==> src/rtl/ctrl.sv <==
// ----------------------------------------------------------------------------
// ctrl: shared definitions for the DataPath controller.
//   - Opcode constants for the 16-bit instruction word (opcode = IR[15:12])
//   - ALU command encoding and the opcode -> ALU command mapping
//   - CtrlSig bundle driven from the sequencer into the DataPath
//   - SeqState, the fetch/decode/execute FSM state encoding
// ----------------------------------------------------------------------------
package ctrl;

  localparam logic [3:0] OP_NOP       = 4'h0;
  localparam logic [3:0] OP_ALU_FIRST = 4'h1;
  localparam logic [3:0] OP_ALU_LAST  = 4'h8;
  localparam logic [3:0] OP_LDI       = 4'h9;
  localparam logic [3:0] OP_JMP       = 4'hE;
  localparam logic [3:0] OP_HLT       = 4'hF;

  typedef enum logic [3:0] {
    ALU_NOP = 4'h0,
    ALU_ADD = 4'h1,
    ALU_SUB = 4'h2,
    ALU_AND = 4'h3,
    ALU_OR  = 4'h4,
    ALU_XOR = 4'h5,
    ALU_SHL = 4'h6,
    ALU_SHR = 4'h7,
    ALU_NOT = 4'h8
  } AluCmd;

  localparam AluCmd ALU_CMD_DEFAULT = ALU_NOP;

  typedef struct packed {
    logic  reg_wr_en;
    AluCmd alu_cmd;
    logic  dst_in_sel;  // 0: ALU result, 1: immediate
  } CtrlSig;

  typedef enum logic [1:0] {
    S_IDLE  = 2'd0,
    S_FETCH = 2'd1,
    S_EXEC  = 2'd2,
    S_HALT  = 2'd3
  } SeqState;

  // Opcodes outside the ALU range map to the default (no-op) command.
  function automatic AluCmd op_to_alu(input logic [3:0] op);
    case (op)
      4'h1:    return ALU_ADD;
      4'h2:    return ALU_SUB;
      4'h3:    return ALU_AND;
      4'h4:    return ALU_OR;
      4'h5:    return ALU_XOR;
      4'h6:    return ALU_SHL;
      4'h7:    return ALU_SHR;
      4'h8:    return ALU_NOT;
      default: return ALU_CMD_DEFAULT;
    endcase
  endfunction

endpackage

==> src/rtl/instr_decode.sv <==
// ----------------------------------------------------------------------------
// instr_decode: combinational opcode decoder.
//   opcode   in  4        IR[15:12]
//   exec     in  1        high only while the sequencer is in EXEC
//   ctrl_sig out CtrlSig  DataPath control; all-zero unless exec=1
//   is_jmp   out 1        EXEC of a JMP
//   is_hlt   out 1        EXEC of a HLT
// Reserved opcodes (0xA-0xD) fall through as NOP.
// ----------------------------------------------------------------------------
module instr_decode
  import ctrl::*;
(
  input  logic [3:0] opcode,
  input  logic       exec,
  output CtrlSig     ctrl_sig,
  output logic       is_jmp,
  output logic       is_hlt
);

  always_comb begin
    ctrl_sig            = '0;
    ctrl_sig.alu_cmd    = ALU_CMD_DEFAULT;
    is_jmp              = 1'b0;
    is_hlt              = 1'b0;
    if (exec) begin
      if (opcode >= OP_ALU_FIRST && opcode <= OP_ALU_LAST) begin
        ctrl_sig.alu_cmd   = op_to_alu(opcode);
        ctrl_sig.reg_wr_en = 1'b1;
      end else if (opcode == OP_LDI) begin
        ctrl_sig.dst_in_sel = 1'b1;
        ctrl_sig.reg_wr_en  = 1'b1;
      end else if (opcode == OP_JMP) begin
        is_jmp = 1'b1;
      end else if (opcode == OP_HLT) begin
        is_hlt = 1'b1;
      end
    end
  end

endmodule

==> src/rtl/dp_sequencer.sv <==
// ----------------------------------------------------------------------------
// dp_sequencer: fetch/decode/execute controller for the 8-bit DataPath.
//   clk, rst    clock and synchronous active-high reset
//   run         level; allows fetching to start / continue
//   imem_req    fetch request, held until imem_valid
//   imem_addr   fetch address (= pc)
//   imem_valid  instruction word valid (sampled only in FETCH)
//   imem_data   16-bit instruction word
//   operands    IR[11:0] to DataPath
//   ctrl_sig    decoded control to DataPath (all-zero outside EXEC)
//   pc          program counter
//   busy        FETCH or EXEC
//   halted      HALT; left only through rst
// One instruction per 2 cycles with zero-wait memory.
// ----------------------------------------------------------------------------
module dp_sequencer
  import ctrl::*;
#(
  parameter int              PC_W     = 8,
  parameter logic [PC_W-1:0] RESET_PC = '0
) (
  input  logic            clk,
  input  logic            rst,
  input  logic            run,
  output logic            imem_req,
  output logic [PC_W-1:0] imem_addr,
  input  logic            imem_valid,
  input  logic [15:0]     imem_data,
  output logic [11:0]     operands,
  output CtrlSig          ctrl_sig,
  output logic [PC_W-1:0] pc,
  output logic            busy,
  output logic            halted
);

  SeqState         state_q, state_d;
  logic [PC_W-1:0] pc_q, pc_d;
  logic [15:0]     ir_q, ir_d;
  logic            imem_req_q, imem_req_d;
  logic            busy_q, busy_d;
  logic            halted_q, halted_d;
  logic            is_jmp, is_hlt;

  instr_decode u_decode (
    .opcode   (ir_q[15:12]),
    .exec     (state_q == S_EXEC),
    .ctrl_sig (ctrl_sig),
    .is_jmp   (is_jmp),
    .is_hlt   (is_hlt)
  );

  always_comb begin
    state_d = state_q;
    pc_d    = pc_q;
    ir_d    = ir_q;
    case (state_q)
      S_IDLE:  if (run) state_d = S_FETCH;
      S_FETCH: begin
        // run is deliberately not checked: a started fetch always completes.
        if (imem_valid) begin
          ir_d    = imem_data;
          state_d = S_EXEC;
        end
      end
      S_EXEC: begin
        if (is_hlt) begin
          state_d = S_HALT;
        end else begin
          pc_d    = is_jmp ? ir_q[PC_W-1:0] : pc_q + PC_W'(1);
          state_d = run ? S_FETCH : S_IDLE;
        end
      end
      default: state_d = S_HALT;
    endcase

    // Status outputs are registered from the next state so they line up
    // exactly with state_q without combinational decode on the ports.
    imem_req_d = (state_d == S_FETCH);
    busy_d     = (state_d == S_FETCH) || (state_d == S_EXEC);
    halted_d   = (state_d == S_HALT);
  end

  always_ff @(posedge clk) begin
    if (rst) begin
      state_q    <= S_IDLE;
      pc_q       <= RESET_PC;
      ir_q       <= '0;
      imem_req_q <= 1'b0;
      busy_q     <= 1'b0;
      halted_q   <= 1'b0;
    end else begin
      state_q    <= state_d;
      pc_q       <= pc_d;
      ir_q       <= ir_d;
      imem_req_q <= imem_req_d;
      busy_q     <= busy_d;
      halted_q   <= halted_d;
    end
  end

  assign imem_req  = imem_req_q;
  assign imem_addr = pc_q;
  assign pc        = pc_q;
  assign operands  = ir_q[11:0];
  assign busy      = busy_q;
  assign halted    = halted_q;

endmodule

==> config.mk <==
export PLATFORM = sky130hd
export DESIGN_NAME = dp_sequencer
export DESIGN_NICKNAME = d
export VERILOG_FILES = /design/src/rtl/ctrl.sv /design/src/rtl/instr_decode.sv /design/src/rtl/dp_sequencer.sv
export SDC_FILE = /design/constraint.sdc
export NUM_CORES = 1
export LEC_CHECK = 0
export CAP_MARGIN = 25
export CORE_MARGIN = 5
export CORE_UTILIZATION = 46
export DETAILED_ROUTE_END_ITERATION = 10
export MAX_ROUTING_LAYER = met4
export PLACE_DENSITY = 0.83
export REMOVE_ABC_BUFFERS = 1
export SYNTH_ARGS = -nofsm -noshare
export SYNTH_HDL_FRONTEND = slang
export SYNTH_HIERARCHICAL = 1
export SYNTH_SLANG_ARGS = --single-unit
==> constraint.sdc <==
create_clock -name clk -period 2.9 [get_ports clk]
set_input_delay 0.58 -clock clk [delete_from_list [all_inputs] [get_ports clk]]
set_output_delay 0.58 -clock clk [all_outputs]
set_load 0.005 [all_outputs]
==> results by group <==
Clock network
  – Buffers inserted during post-CTS setup optimization: 0
  – CTS Hold Buffers Added: 0
  – Worst skew pair latency: ~0.34 ns
  – Post-CTS sizing: 0
  – Clock sink total: 29
  – Clock buffer count from CTS: 5
  – Deepest clock path buffer count: 2
  – Clock slew at reported path FFs: 0.09 ns
  – Clock tree from TritonCTS: done
  – CTS H-tree depth: 2
  – Clock root buffer: sky130_fd_sc_hd__clkbuf_4

Power
  – Power density over the cells: between 300 and 400 mW/mm2
  – Power dissipated by switching net loads: 0.189 mW
  – Proportion of power drawn by combinational gates: 0.117
  – Switching Fraction: 0.254
  – Peak supply drop: 257 uV
  – Internal power: 0.555 mW
  – P_leak: roughly 0.71 nW
  – PnR Total Power: 0.744 mW
  – Power share of the clock group: 0.318
  – Sequential group share of total power: 0.565

Floorplanning
  – Total die area: 0.00448 mm2
  – Cell row count: 20
  – Width of the die: 66.9 um
  – Number of top-level pins: 57
  – Starting Density: 0.484
  – Placeable core region: 0.00308 mm2
  – Chip Height: 66.9 um

STA
  – Total negative slack for setup checks: 0 ns
  – Transition time at the pin with the least slew margin: 0.610 ns
  – Highest achievable clock rate: 0.392 GHz
  – Count of final hold-check violations: 0
  – Setup Viol. Count Final: 0
  – Final worst slack: 0.349 ns
  – Crit share post-route: 0.880
  – Worst slew slack as a fraction of its limit: 0.592
  – Worst-case clock skew: 0.0145 ns
  – Min Clock Period, post-route: roughly 2.6 ns
  – Final count of pins violating max slew: 0
  – Unrepaired setup endpoints after global routing: no

Place
  – Post-placement setup slack: approximately 0.75 ns
  – Port Buffers: between 50 and 60
  – Sum of net half-perimeters after detailed placement: 2.56 mm
  – Routability Congestion: 0.834
  – # placed instances: ~260

Worst setup path
  – Arrival time worst endpoint: 1.97 ns
  – Largest fanout of any net on the critical path: 8
  – Logic depth of the worst register-to-register path: 6
  – Setup CP Type: register to primary output
  – Worst r2r dst: imem_addr[5]
  – Worst R2R Setup Slack: 0.92 ns
  – Worst EP required: between 2 and 2.5 ns
  – Endpoint type of the worst setup path: primary output
  – Worst R2R Start: state_q[0]
  – Startpoint type of the worst setup path: register

Yosys
  – Distinct cell type count after synthesis: 43
  – Fraction of post-synthesis cell area in the top cell type by area: 0.390
  – Async SR Flop Fraction: 0
  – Mean instance size in the synthesized netlist: a little under 8 um2
  – Ranking of synthesized cells by area: sky130_fd_sc_hd__dfxtp_1 (39%), sky130_fd_sc_hd__nand2_1 (10%), sky130_fd_sc_hd__buf_4 (10%)
  – Netlist area before placement: between 0.001 and 0.0015 mm2
  – Number of flip-flops and latches in the synthesized netlist: 29
  – Sequential share of the synthesized area: 0.390
  – Top_reg_cell synth: sky130_fd_sc_hd__dfxtp_1
  – Post-synthesis cell type with the largest combined area: sky130_fd_sc_hd__dfxtp_1
  – Most numerous cell in the Yosys netlist: sky130_fd_sc_hd__nand2_1
  – Count of flip-flops with a built-in enable after synthesis: 0
  – Post-Synthesis Cells: about 190
  – Warnings, synthesis: 6
  – Ranking of synthesized cells by instance count: sky130_fd_sc_hd__nand2_1 (41), sky130_fd_sc_hd__dfxtp_1 (29), sky130_fd_sc_hd__buf_4 (20)

Outcome
  – Result of the run: finished, final reports clean

Global routing
  – Number of global-route vias before repair: 1165
  – Largest net degree at the start of global routing: 21
  – First-pass GRT wire length: 5.38 mm
  – Overflow after GRT: 0
  – Overall Global Routing Usage: 0.166
  – Initial antenna violation count: 0

Worst hold path
  – Number of stages on the worst hold path: 2
  – Worst hold endpoint: ir_q[8]
  – Type of the worst min-delay path: register to register
  – Hold path startpoint: ir_q[8]

Routing
  – DR WL/cell: 12.8 um
  – DR iter-0 viols: 67
  – Router iterations before antenna repair: 4
  – Vias post-DR: roughly 1400
  – Detail-routed via count per cell: 5.16
  – DRC violations left: 0
  – Antenna Violating Nets Remaining: 0
  – Total wirelength of the detailed-routed design: 3.44 mm

Cells and area
  – Antenna cell count: 0
  – Fillers: 274
  – Fin cells: 270
  – Count of nets after finishing: ~250
  – Fraction of final layout cells with drive strength greater than 1: 0.0575
  – Synth-to-layout area growth: 33.0%

Flow run
  – Max Cap Violations: 0
[power groups by stage]
stage                     combinational (mW)  clock, mW  sequential, mW
after detailed placement              0.0874          0           0.430
after global placement                0.0869          0           0.429
after global routing                  0.0952      0.264           0.423
final                                 0.0871      0.236           0.420
after floorplan                       0.0274          0           0.429
after CTS                             0.0879      0.241           0.420
[cell type report]
type / count / area [um2] / share of cell area
Clock inverter: 2 / 10.0 / 0.00505
Tap cell: 44 / 55.1 / 0.0278
Sequential cell: 29 / 581 / 0.293
Multi-Input combinational cell: 125 / 693 / 0.350
Clock buffer: 6 / 41.3 / 0.0208
Timing Repair Buffer: 59 / 583 / 0.294
Inverter: 5 / 18.8 / 0.00947
[worst max path at each step]
stage               depth (start not counted)      endpoint  startpoint
global placement                            4   ctrl_sig[4]  state_q[1]
CTS                                         4   ctrl_sig[4]  state_q[1]
finish                                      4   ctrl_sig[4]  state_q[1]
floorplan                                   6  imem_addr[5]  state_q[1]
global route                                4   ctrl_sig[3]  state_q[1]
detailed placement                          4   ctrl_sig[4]  state_q[1]
[critical path, cell delays in order, from the launching register on]
cell	delay [ns]
sky130_fd_sc_hd__dfxtp_1	0.43
sky130_fd_sc_hd__nor2b_1	0.27
sky130_fd_sc_hd__nand2_1	0.12
sky130_fd_sc_hd__nor4_1	0.25
sky130_fd_sc_hd__clkdlybuf4s50_1	0.57
[placed cells by master, fill, tap and decap left out, types with 2 or more instances in the layout]
master / instances
sky130_fd_sc_hd__ha_1: 2
sky130_fd_sc_hd__mux2i_1: 2
sky130_fd_sc_hd__a31oi_1: 2
sky130_fd_sc_hd__nor3_1: 4
sky130_fd_sc_hd__clkinv_2: 2
sky130_fd_sc_hd__and2_1: 4
sky130_fd_sc_hd__and4_1: 2
sky130_fd_sc_hd__nand2_1: 41
sky130_fd_sc_hd__and3_1: 3
sky130_fd_sc_hd__inv_1: 5
sky130_fd_sc_hd__o41ai_1: 2
sky130_fd_sc_hd__clkdlybuf4s50_1: 56
sky130_fd_sc_hd__a21oi_1: 19
sky130_fd_sc_hd__dfxtp_1: 29
sky130_fd_sc_hd__o21ai_0: 4
sky130_fd_sc_hd__clkbuf_4: 5
sky130_fd_sc_hd__nand3_1: 2
sky130_fd_sc_hd__buf_4: 3
sky130_fd_sc_hd__nor2b_1: 3
sky130_fd_sc_hd__nor4_1: 2
sky130_fd_sc_hd__nor2_1: 11
[layer usage]
layer,part of all wire,vias up,GRT usage
met2,0.46,66,0.246
li1,-,708,-
met5,0,-,-
met3,0.096,12,0.0658
met4,0.024,0,0.0810
met1,0.42,608,0.196
[registers in the layout, summed over array words and instances, names as in the netlist]
signal     flops
state_q        2
halted         1
imem_req       1
busy           1
imem_addr      8
ir_q          16
[metrics by stage]
step	area, um2	utilization	hold slack, ns
floorplan	1290	-	0.447
global placement	1930	0.627	0.441
detailed placement	1930	0.627	0.449
CTS	1980	0.644	0.460
global route	1980	0.644	0.475
finish	1980	0.644	0.457
[cell families (layout without fill, tap and decap cells)]
group | count (synthesis) | after routing | share of synthesized area
muxes | 2 | 2 | 0.0134
adders and majority gates | 2 | 2 | 0.0168
DFF | 29 | 29 | 0.390
AOI/OAI and AO/OA | 39 | 39 | 0.169
and+or+nand+nor | 82 | 82 | 0.266
buffers and inverters | 35 | 72 | 0.145
Power figures use the tool's default switching activity.
